==> src/rtl/seq_mul_if.sv <==
// rtl/seq_mul_if.sv - start/done handshake bundle for the sequential multiplier
interface seq_mul_if #(
  parameter int WIDTH = 4
);
  logic               start;
  logic [WIDTH-1:0]   a;
  logic [WIDTH-1:0]   b;
  logic               busy;
  logic               done;
  logic [2*WIDTH-1:0] product;

  modport master (
    output start, a, b,
    input  busy, done, product
  );

  modport slave (
    input  start, a, b,
    output busy, done, product
  );
endinterface

==> src/rtl/seq_mul.sv <==
// rtl/seq_mul.sv - shift-and-add multiplier, one product per WIDTH+2 cycles
// SEQ_MUL_SIGNED_EN selects two's-complement operands and product.
module seq_mul #(
  parameter int WIDTH = 4
) (
  input  logic     clk,
  input  logic     rst,
  seq_mul_if.slave bus
);
  localparam int PW = 2 * WIDTH;
  localparam int CW = $clog2(WIDTH + 1);
  localparam logic [CW-1:0] COUNT_INIT = CW'(WIDTH);
  localparam logic [CW-1:0] COUNT_ONE  = CW'(1);

  typedef enum logic [1:0] {S_IDLE, S_RUN, S_DONE} state_t;

  state_t           state_q, state_d;
  logic [PW-1:0]    mcand_q, mcand_d;
  logic [PW-1:0]    acc_q, acc_d;
  logic [PW-1:0]    product_q, product_d;
  logic [WIDTH-1:0] mplier_q, mplier_d;
  logic [CW-1:0]    count_q, count_d;
  logic             busy_q, busy_d;
  logic             done_q, done_d;
  logic [WIDTH-1:0] a_mag, b_mag;
  logic [PW-1:0]    acc_sum;
  logic [PW-1:0]    result;

  assign acc_sum = mplier_q[0] ? acc_q + mcand_q : acc_q;

`ifdef SEQ_MUL_SIGNED_EN
  logic sign_q, sign_d;

  // Most-negative input negates to itself, which is its correct unsigned magnitude.
  assign a_mag  = bus.a[WIDTH-1] ? WIDTH'(0) - bus.a : bus.a;
  assign b_mag  = bus.b[WIDTH-1] ? WIDTH'(0) - bus.b : bus.b;
  assign result = sign_q ? PW'(0) - acc_sum : acc_sum;
`else
  assign a_mag  = bus.a;
  assign b_mag  = bus.b;
  assign result = acc_sum;
`endif

  always_comb begin
    state_d   = state_q;
    mcand_d   = mcand_q;
    mplier_d  = mplier_q;
    acc_d     = acc_q;
    count_d   = count_q;
    product_d = product_q;
    busy_d    = busy_q;
    done_d    = 1'b0;
`ifdef SEQ_MUL_SIGNED_EN
    sign_d    = sign_q;
`endif
    unique case (state_q)
      S_IDLE: begin
        if (bus.start) begin
          mcand_d  = {{WIDTH{1'b0}}, a_mag};
          mplier_d = b_mag;
          acc_d    = '0;
          count_d  = COUNT_INIT;
          busy_d   = 1'b1;
          state_d  = S_RUN;
`ifdef SEQ_MUL_SIGNED_EN
          sign_d   = bus.a[WIDTH-1] ^ bus.b[WIDTH-1];
`endif
        end
      end
      S_RUN: begin
        acc_d    = acc_sum;
        mcand_d  = mcand_q << 1;
        mplier_d = mplier_q >> 1;
        count_d  = count_q - COUNT_ONE;
        if (count_q == COUNT_ONE) begin
          state_d   = S_DONE;
          done_d    = 1'b1;
          product_d = result;
        end
      end
      S_DONE: begin
        state_d = S_IDLE;
        busy_d  = 1'b0;
      end
      default: begin
        state_d = S_IDLE;
        busy_d  = 1'b0;
      end
    endcase
  end

  always_ff @(posedge clk or posedge rst) begin
    if (rst) begin
      state_q   <= S_IDLE;
      mcand_q   <= '0;
      mplier_q  <= '0;
      acc_q     <= '0;
      count_q   <= '0;
      product_q <= '0;
      busy_q    <= 1'b0;
      done_q    <= 1'b0;
`ifdef SEQ_MUL_SIGNED_EN
      sign_q    <= 1'b0;
`endif
    end else begin
      state_q   <= state_d;
      mcand_q   <= mcand_d;
      mplier_q  <= mplier_d;
      acc_q     <= acc_d;
      count_q   <= count_d;
      product_q <= product_d;
      busy_q    <= busy_d;
      done_q    <= done_d;
`ifdef SEQ_MUL_SIGNED_EN
      sign_q    <= sign_d;
`endif
    end
  end

  assign bus.busy    = busy_q;
  assign bus.done    = done_q;
  assign bus.product = product_q;
endmodule

==> src/flat_wrapper.sv <==
// flat-port wrapper written by rule: the top's interface ports become plain ports
module seq_mul_flat 
#(
  parameter int WIDTH = 4
)
  (clk, rst, bus_start, bus_a, bus_b, bus_busy, bus_done, bus_product);
  seq_mul_if #(.WIDTH(WIDTH)) bus_i ();
  input  logic clk;
  input  logic rst;
  input wire logic [$bits(bus_i.start)-1:0] bus_start;
  input wire logic [$bits(bus_i.a)-1:0] bus_a;
  input wire logic [$bits(bus_i.b)-1:0] bus_b;
  output wire logic [$bits(bus_i.busy)-1:0] bus_busy;
  output wire logic [$bits(bus_i.done)-1:0] bus_done;
  output wire logic [$bits(bus_i.product)-1:0] bus_product;
  assign bus_i.start = bus_start;
  assign bus_i.a = bus_a;
  assign bus_i.b = bus_b;
  assign bus_busy = bus_i.busy;
  assign bus_done = bus_i.done;
  assign bus_product = bus_i.product;
  seq_mul #(.WIDTH(WIDTH)) u_core (.clk(clk), .rst(rst), .bus(bus_i));
endmodule
==> config.mk <==
export PLATFORM = sky130hd
export DESIGN_NAME = seq_mul_flat
export DESIGN_NICKNAME = d
export VERILOG_FILES = /design/src/rtl/seq_mul_if.sv /design/src/rtl/seq_mul.sv /design/src/flat_wrapper.sv
export SDC_FILE = /design/constraint.sdc
export NUM_CORES = 1
export LEC_CHECK = 0
export CORE_ASPECT_RATIO = 1.75
export CORE_MARGIN = 2
export CORE_UTILIZATION = 25
export DETAILED_ROUTE_END_ITERATION = 6
export DONT_BUFFER_PORTS = 1
export PLACE_DENSITY_LB_ADDON = 0.3
export SETUP_SLACK_MARGIN = 0.2
export SLEW_MARGIN = 0
export SYNTH_ARGS = -nofsm -noshare
export SYNTH_HDL_FRONTEND = slang
export SYNTH_SLANG_ARGS = --single-unit
==> constraint.sdc <==
create_clock -name clk -period 2.3 [get_ports clk]
set_input_delay 0.46 -clock clk [delete_from_list [all_inputs] [get_ports clk]]
set_output_delay 0.46 -clock clk [all_outputs]
set_load 0.05 [all_outputs]
# ---- Yosys cells after proc, flatten, opt, wreduce, memory -nomap -nowiden
# Index checks and enable logic that the tools add are counted.
dict set report op_classes {
  reduce_logical 6
  mux 16
  n_bitwise 1
  add_sub_neg 2
  n_eq_ne 4
}
# op count
set op_table {}
lappend op_table {{8-bit one-hot mux with 2 select lines} 2}
lappend op_table {{8-bit two-way mux} 3}
lappend op_table {{8-bit adder} 1}
lappend op_table {{4-bit one-hot mux with 2 select lines} 1}
lappend op_table {{2-bit AND reduction} 4}
lappend op_table {{3-bit one-hot mux with 2 select lines} 1}
lappend op_table {{2-bit two-way mux} 2}
lappend op_table {{4-bit two-way mux} 1}
lappend op_table {{2-bit one-hot mux with 2 select lines} 1}
lappend op_table {{3-bit by 1-bit equality test with 1-bit output (second input constant)} 1}
lappend op_table {{1-bit two-way mux} 3}
lappend op_table {{3-bit two-way mux} 1}
lappend op_table {{3-bit by 1-bit subtractor with 3-bit output (second input constant)} 1}
lappend op_table {{2-bit by 1-bit equality test with 1-bit output (second input constant)} 1}
lappend op_table {{2-bit zero test} 1}
lappend op_table {{2-bit by 1-bit inequality test with 1-bit output (second input constant)} 1}
lappend op_table {{2-bit inequality test (second input constant)} 1}
lappend op_table {{1-bit one-hot mux with 2 select lines} 1}
lappend op_table {{2-bit nonzero test} 1}
lappend op_table {{1-bit inverter} 1}
dict set report word_totals {
  out_inout_bits 10
  regBits 35
  in_bits 11
  elab_cells 37
}

# ---- Depth between registers and ports, before layout
dict set report logic_depth {
  ltp_word 3
  depth_mapped 9
  ltp_nobuf 9
}

# ---- Least setup slack after synthesis
# No wires, ideal clock.
dict set report synth_timing {
  path_type {register to register}
  from {register u_core.acc_q[4]}
  to {register u_core.product_q[7], in the netlist u_core.bus.product[7]}
  n_path_buf 0
  synth_period_minus_slack_ps 1883
  required_ps 2172
  setup_ps 128
  t_arrival_ps 1755
  setup_slack_ps 417
  stages_incl_launch_ff 8
  path_cell_list {dfrtp_1 > ha_1 > and2_4 > a221oi_2 > a211oi_1 > o31ai_2 > xor2_1 > o21ai_1}
}
dict set report synth_via {
  elab_chain_cells 2
}
# item line_no
set synth_rtl {}
lappend synth_rtl {{from (decl)} seq_mul.sv:19} ;# logic [PW-1:0] acc_q, acc_d;
lappend synth_rtl {{from (signal assigned)} seq_mul.sv:97} ;# acc_q <= '0;
lappend synth_rtl {{from (signal assigned)} seq_mul.sv:109} ;# acc_q <= acc_d;
lappend synth_rtl {{8-bit adder} seq_mul.sv:29} ;# assign acc_sum = mplier_q[0] ? acc_q + mcand_q : acc_q;
lappend synth_rtl {{8-bit two-way mux} seq_mul.sv:29}
lappend synth_rtl {{to (signal assigned)} seq_mul.sv:111} ;# product_q <= product_d;
lappend synth_rtl {{to (decl)} seq_mul.sv:20} ;# logic [PW-1:0] product_q, product_d;
# No other way between the ends.
# A chain may end at the register's enable or synchronous reset.

# ---- Final worst setup path
dict set report layout_timing {
  from {register u_core.mcand_q[4]}
  to {register u_core.product_q[7], in the netlist u_core.bus.product[7]}
}
dict set report layout_via {
  elab_chain_cells 2
}
# item line_no
set layout_rtl {}
lappend layout_rtl {{from (decl)} seq_mul.sv:18} ;# logic [PW-1:0] mcand_q, mcand_d;
lappend layout_rtl {{from (signal assigned)} seq_mul.sv:107} ;# mcand_q <= mcand_d;
lappend layout_rtl {{8-bit adder} seq_mul.sv:29}
lappend layout_rtl {{8-bit two-way mux} seq_mul.sv:29}
# No other way between the ends.

==> results.txt <==
----------------------------------------------------
[Drt]
  Remaining number of nets flagged by the antenna check after routing ... 0
  Via/cell ratio ... roughly 4.8
  Routed wire length ... 4000 µm
  Number of DRC markers after the initial detailed-route iteration ... 61
  Routed length per instance ... 14.6 µm
  Drt first pass iters ... 4
  Routed via count ... about 1300
  Post-detailed-route DRC marker count ... 0

[STA]
  Min cycle time layout ... 1980 ps
  Worst-case setup margin in the final layout ... 315 ps
  Setup TNS ... 0 ps
  Worst slew slack as a fraction of its limit ... 66.0%
  RSZ-0062 raised after global routing ... true
  Transition time at the pin with the least slew margin ... 511 ps
  Total of endpoints with negative setup slack in the final report ... 0
  Number of endpoints with negative hold slack in the final report ... 0
  Max-slew violation count ... 0
  Post-Route Skew ... 4.00 ps
  FMAX ... 504 MHz
  Period utilisation layout ... a little under nine tenths

[Final layout]
  Number of nets in the finished design ... 208
  Layout overhead on the synthesized area ... 17.9%
  Layout Cell Area excl Fill ... about 0.0021 mm²
  Inserted Diodes ... 0
  Post-route core utilization ... 30.0%
  Total of fill cells in the finished design ... 746
  Layout cells sized above 1 ... 12.2%

[Logic synthesis]
  Predominant post-synthesis flop cell ... dfrtp_1
  Cell types with the highest counts after synthesis ... dfrtp_1 (35), nand2_1 (30), o21ai_1 (18), mux2i_1 (10), ha_1 (9)
  Flip-flop and latch count after synthesis ... 35
  Yosys top cell area share ... 48.6%
  Cell taking the most area after synthesis ... dfrtp_1
  Synthesized area per cell ... 10.0 µm²
  Number of enable flip-flop cells after synthesis ... 0
  Cell count after synthesis ... between 150 and 200
  Total standard cell area after synthesis ... 0.00180 mm²
  Most numerous cell in the Yosys netlist ... dfrtp_1
  Library cells used by synthesis ... 38
  Synth area leaders ... dfrtp_1 (49%), ha_1 (6.3%), nand2_1 (6.3%), mux2i_1 (5.6%), o21ai_1 (5.0%)
  Synth async-reset ratio ... 100%
  Number of warnings reported in the yosys synthesis log ... 0
  Sequential-to-total area share from yosys stat ... 48.6%
  Post-synth net total ... about 200

[Setup path]
  Worst reg2reg path endpoint ... u_core.bus.product[7]
  Type of origin of the critical path ... register
  Number of cells on the worst reg-to-reg path ... 7
  Sort of element at the end of the critical path ... register
  Critical path required time ... 2460 ps
  Slowest-stage cell, CP ... dfrtp_1
  Startpoint of the worst-slack reg-to-reg timing path ... u_core.mcand_q[4]
  Worst Path Class, Setup ... reg2reg
  Arrival time of the worst setup path ... 2140 ps
  Maximum fanout along the worst path ... 4
  Ordered list of cells on the worst path ... ha_4, and2_4, nand3_1, and4_2, o31ai_2, xor2_1, o21ai_1
  Peak per-stage delay on the critical path ... 420 ps
  Flop-to-flop setup slack ... approximately 320 ps

[Run]
  Number of violations of the max-capacitance limit ... 0

[Global route]
  GR Util All Layers ... between 10% and 20%
  Congestion Overflow GR ... 0
  Vias in the first global route ... 1300
  First-pass GRT wire length ... 6570 µm
  Largest net degree at the start of global routing ... 36
  Initial antenna violation count ... 0

[Hold path]
  HP Class ... in2async

[Floorplanning]
  Die Y ... between 100 and 150 µm
  Width of the die ... 68.2 µm
  Area of the placeable core ... approximately 0.007 mm²
  Ports ... 21
  Die ar. ... 0.00793 mm²
  Starting density of the core ... between 20% and 30%
  # rows ... approximately 40

[CTS]
  Clock edge transition at the registers on the reported setup and hold paths ... 50 ps
  Largest buffer count on any clock path ... 2
  Post-CTS setup buffer count ... 0
  TritonCTS Buffers ... 5
  Root buffer cell ... clkbuf_16
  Gates resized, CTS repair ... 1
  Clock latency at the later pin of the worst-skew pair ... 280 ps
  CTS Hold Buffers Added ... 0
  Clock H-tree levels ... 2
  TritonCTS clock tree ... yes
  Clock Sinks ... 35

[Placed design]
  Post-Place Setup Slack ... 201 ps
  Area of placed instances ... 0.00193 mm²
  Final RePlAce weighted congestion ... roughly 0.79
  Hpwl dp ... 3000 µm
  Quantity of I/O buffers inserted on ports ... 0

[Pwr]
  Largest vdd supply drop ... 0.358 mV
  Power per unit of standard cell area ... 1480 mW/mm²
  Leakage power figure ... 0.965 nW
  Total Power Consumption ... 3.15 mW

[Outcome]
  Outcome ... complete, no violations

----------------------------------------------------
-- worst max path at each step --
stage,start,to,slack (ps),depth (start not counted)
finish,u_core.mcand_q[4],u_core.bus.product[7],320,7
global route,u_core.mcand_q[0],u_core.bus.product[6],170,9
CTS,u_core.mcand_q[4],u_core.bus.product[7],210,7
detailed placement,u_core.mcand_q[4],u_core.bus.product[7],200,7
global placement,u_core.acc_q[4],u_core.bus.product[7],240,7
floorplan,u_core.acc_q[4],u_core.bus.product[7],420,7
-- per-layer routing --
metal	routed length (µm)	part of all wire [%]	track usage, %	vias up
li1	-	-	-	648
met4	80	2.0	4.40	0
met2	2260	57	20.9	22
met3	133	3.3	2.31	6
met1	1520	38	11.6	634
met5	0	0	0	-
-- layout make-up --
class | instances | area (µm²) | share of cell area [%]
multi-input combinational | 129 | 902 | 42.5
sequential | 35 | 876 | 41.2
clock buffer | 8 | 156 | 7.36
tap | 86 | 108 | 5.06
timing repair buffer | 6 | 45.0 | 2.12
inverter | 10 | 37.5 | 1.77
-- critical path: cells and delay by family (launching register included) --
| kind | cells | cell delay, ps |
|---|---|---|
| and+or+nand+nor | 3 | 580 |
| DFF | 1 | 420 |
| AOI/OAI and AO/OA | 2 | 370 |
| adders and majority gates | 1 | 320 |
| xor gates and xnor gates | 1 | 170 |
-- report_power, final --
| group | internal [mW] | switching [mW] |
|---|---|---|
| registers | 0.845 | 0.449 |
| logic | 0.534 | 0.618 |
| clock network | 0.461 | 0.247 |
| total | 1.84 | 1.31 |
-- stage by stage --
| step | instances | hold slack (ps) |
|---|---|---|
| finish | 274 | 178 |
| global route | 274 | 240 |
| CTS | 274 | 203 |
| detailed placement | 266 | 475 |
| global placement | 266 | 463 |
| floorplan | 180 | 450 |
-- sequential cells by signal, summed over array words and instances (netlist names) --
name and count:
u_core.acc_q 8, u_core.bus.product 8, u_core.mcand_q 8, u_core.mplier_q 4, u_core.count_q 3, u_core.state_q 2
u_core.bus.busy 1, u_core.bus.done 1
-- layout by cell type, fill, tap and decap left out, types with 2 or more instances in the layout --
| cell | count |
|---|---|
| nor2b_1 | 6 |
| xnor2_1 | 2 |
| mux2i_1 | 10 |
| nor2_1 | 3 |
| nand2_1 | 30 |
| inv_1 | 7 |
| clkbuf_16 | 5 |
| ha_1 | 7 |
| buf_4 | 6 |
| ha_4 | 2 |
| a22o_1 | 8 |
| o21ai_1 | 18 |
| o21ai_0 | 7 |
| a21oi_1 | 8 |
| dfrtp_1 | 35 |
| clkbuf_8 | 2 |
| and3b_1 | 2 |
| nand3_1 | 3 |
| inv_2 | 3 |
| xor2_1 | 3 |
-- cell families after synthesis --
family          share of synthesized area (%)
buf+inv                                  3.47
simple gates                             14.0
xor+xnor                                 2.43
mux                                      5.56
fa+ha+maj                                7.36
flops                                    48.6
compound gates                           18.5
Note: power is estimated with default switching activity, not from simulation.
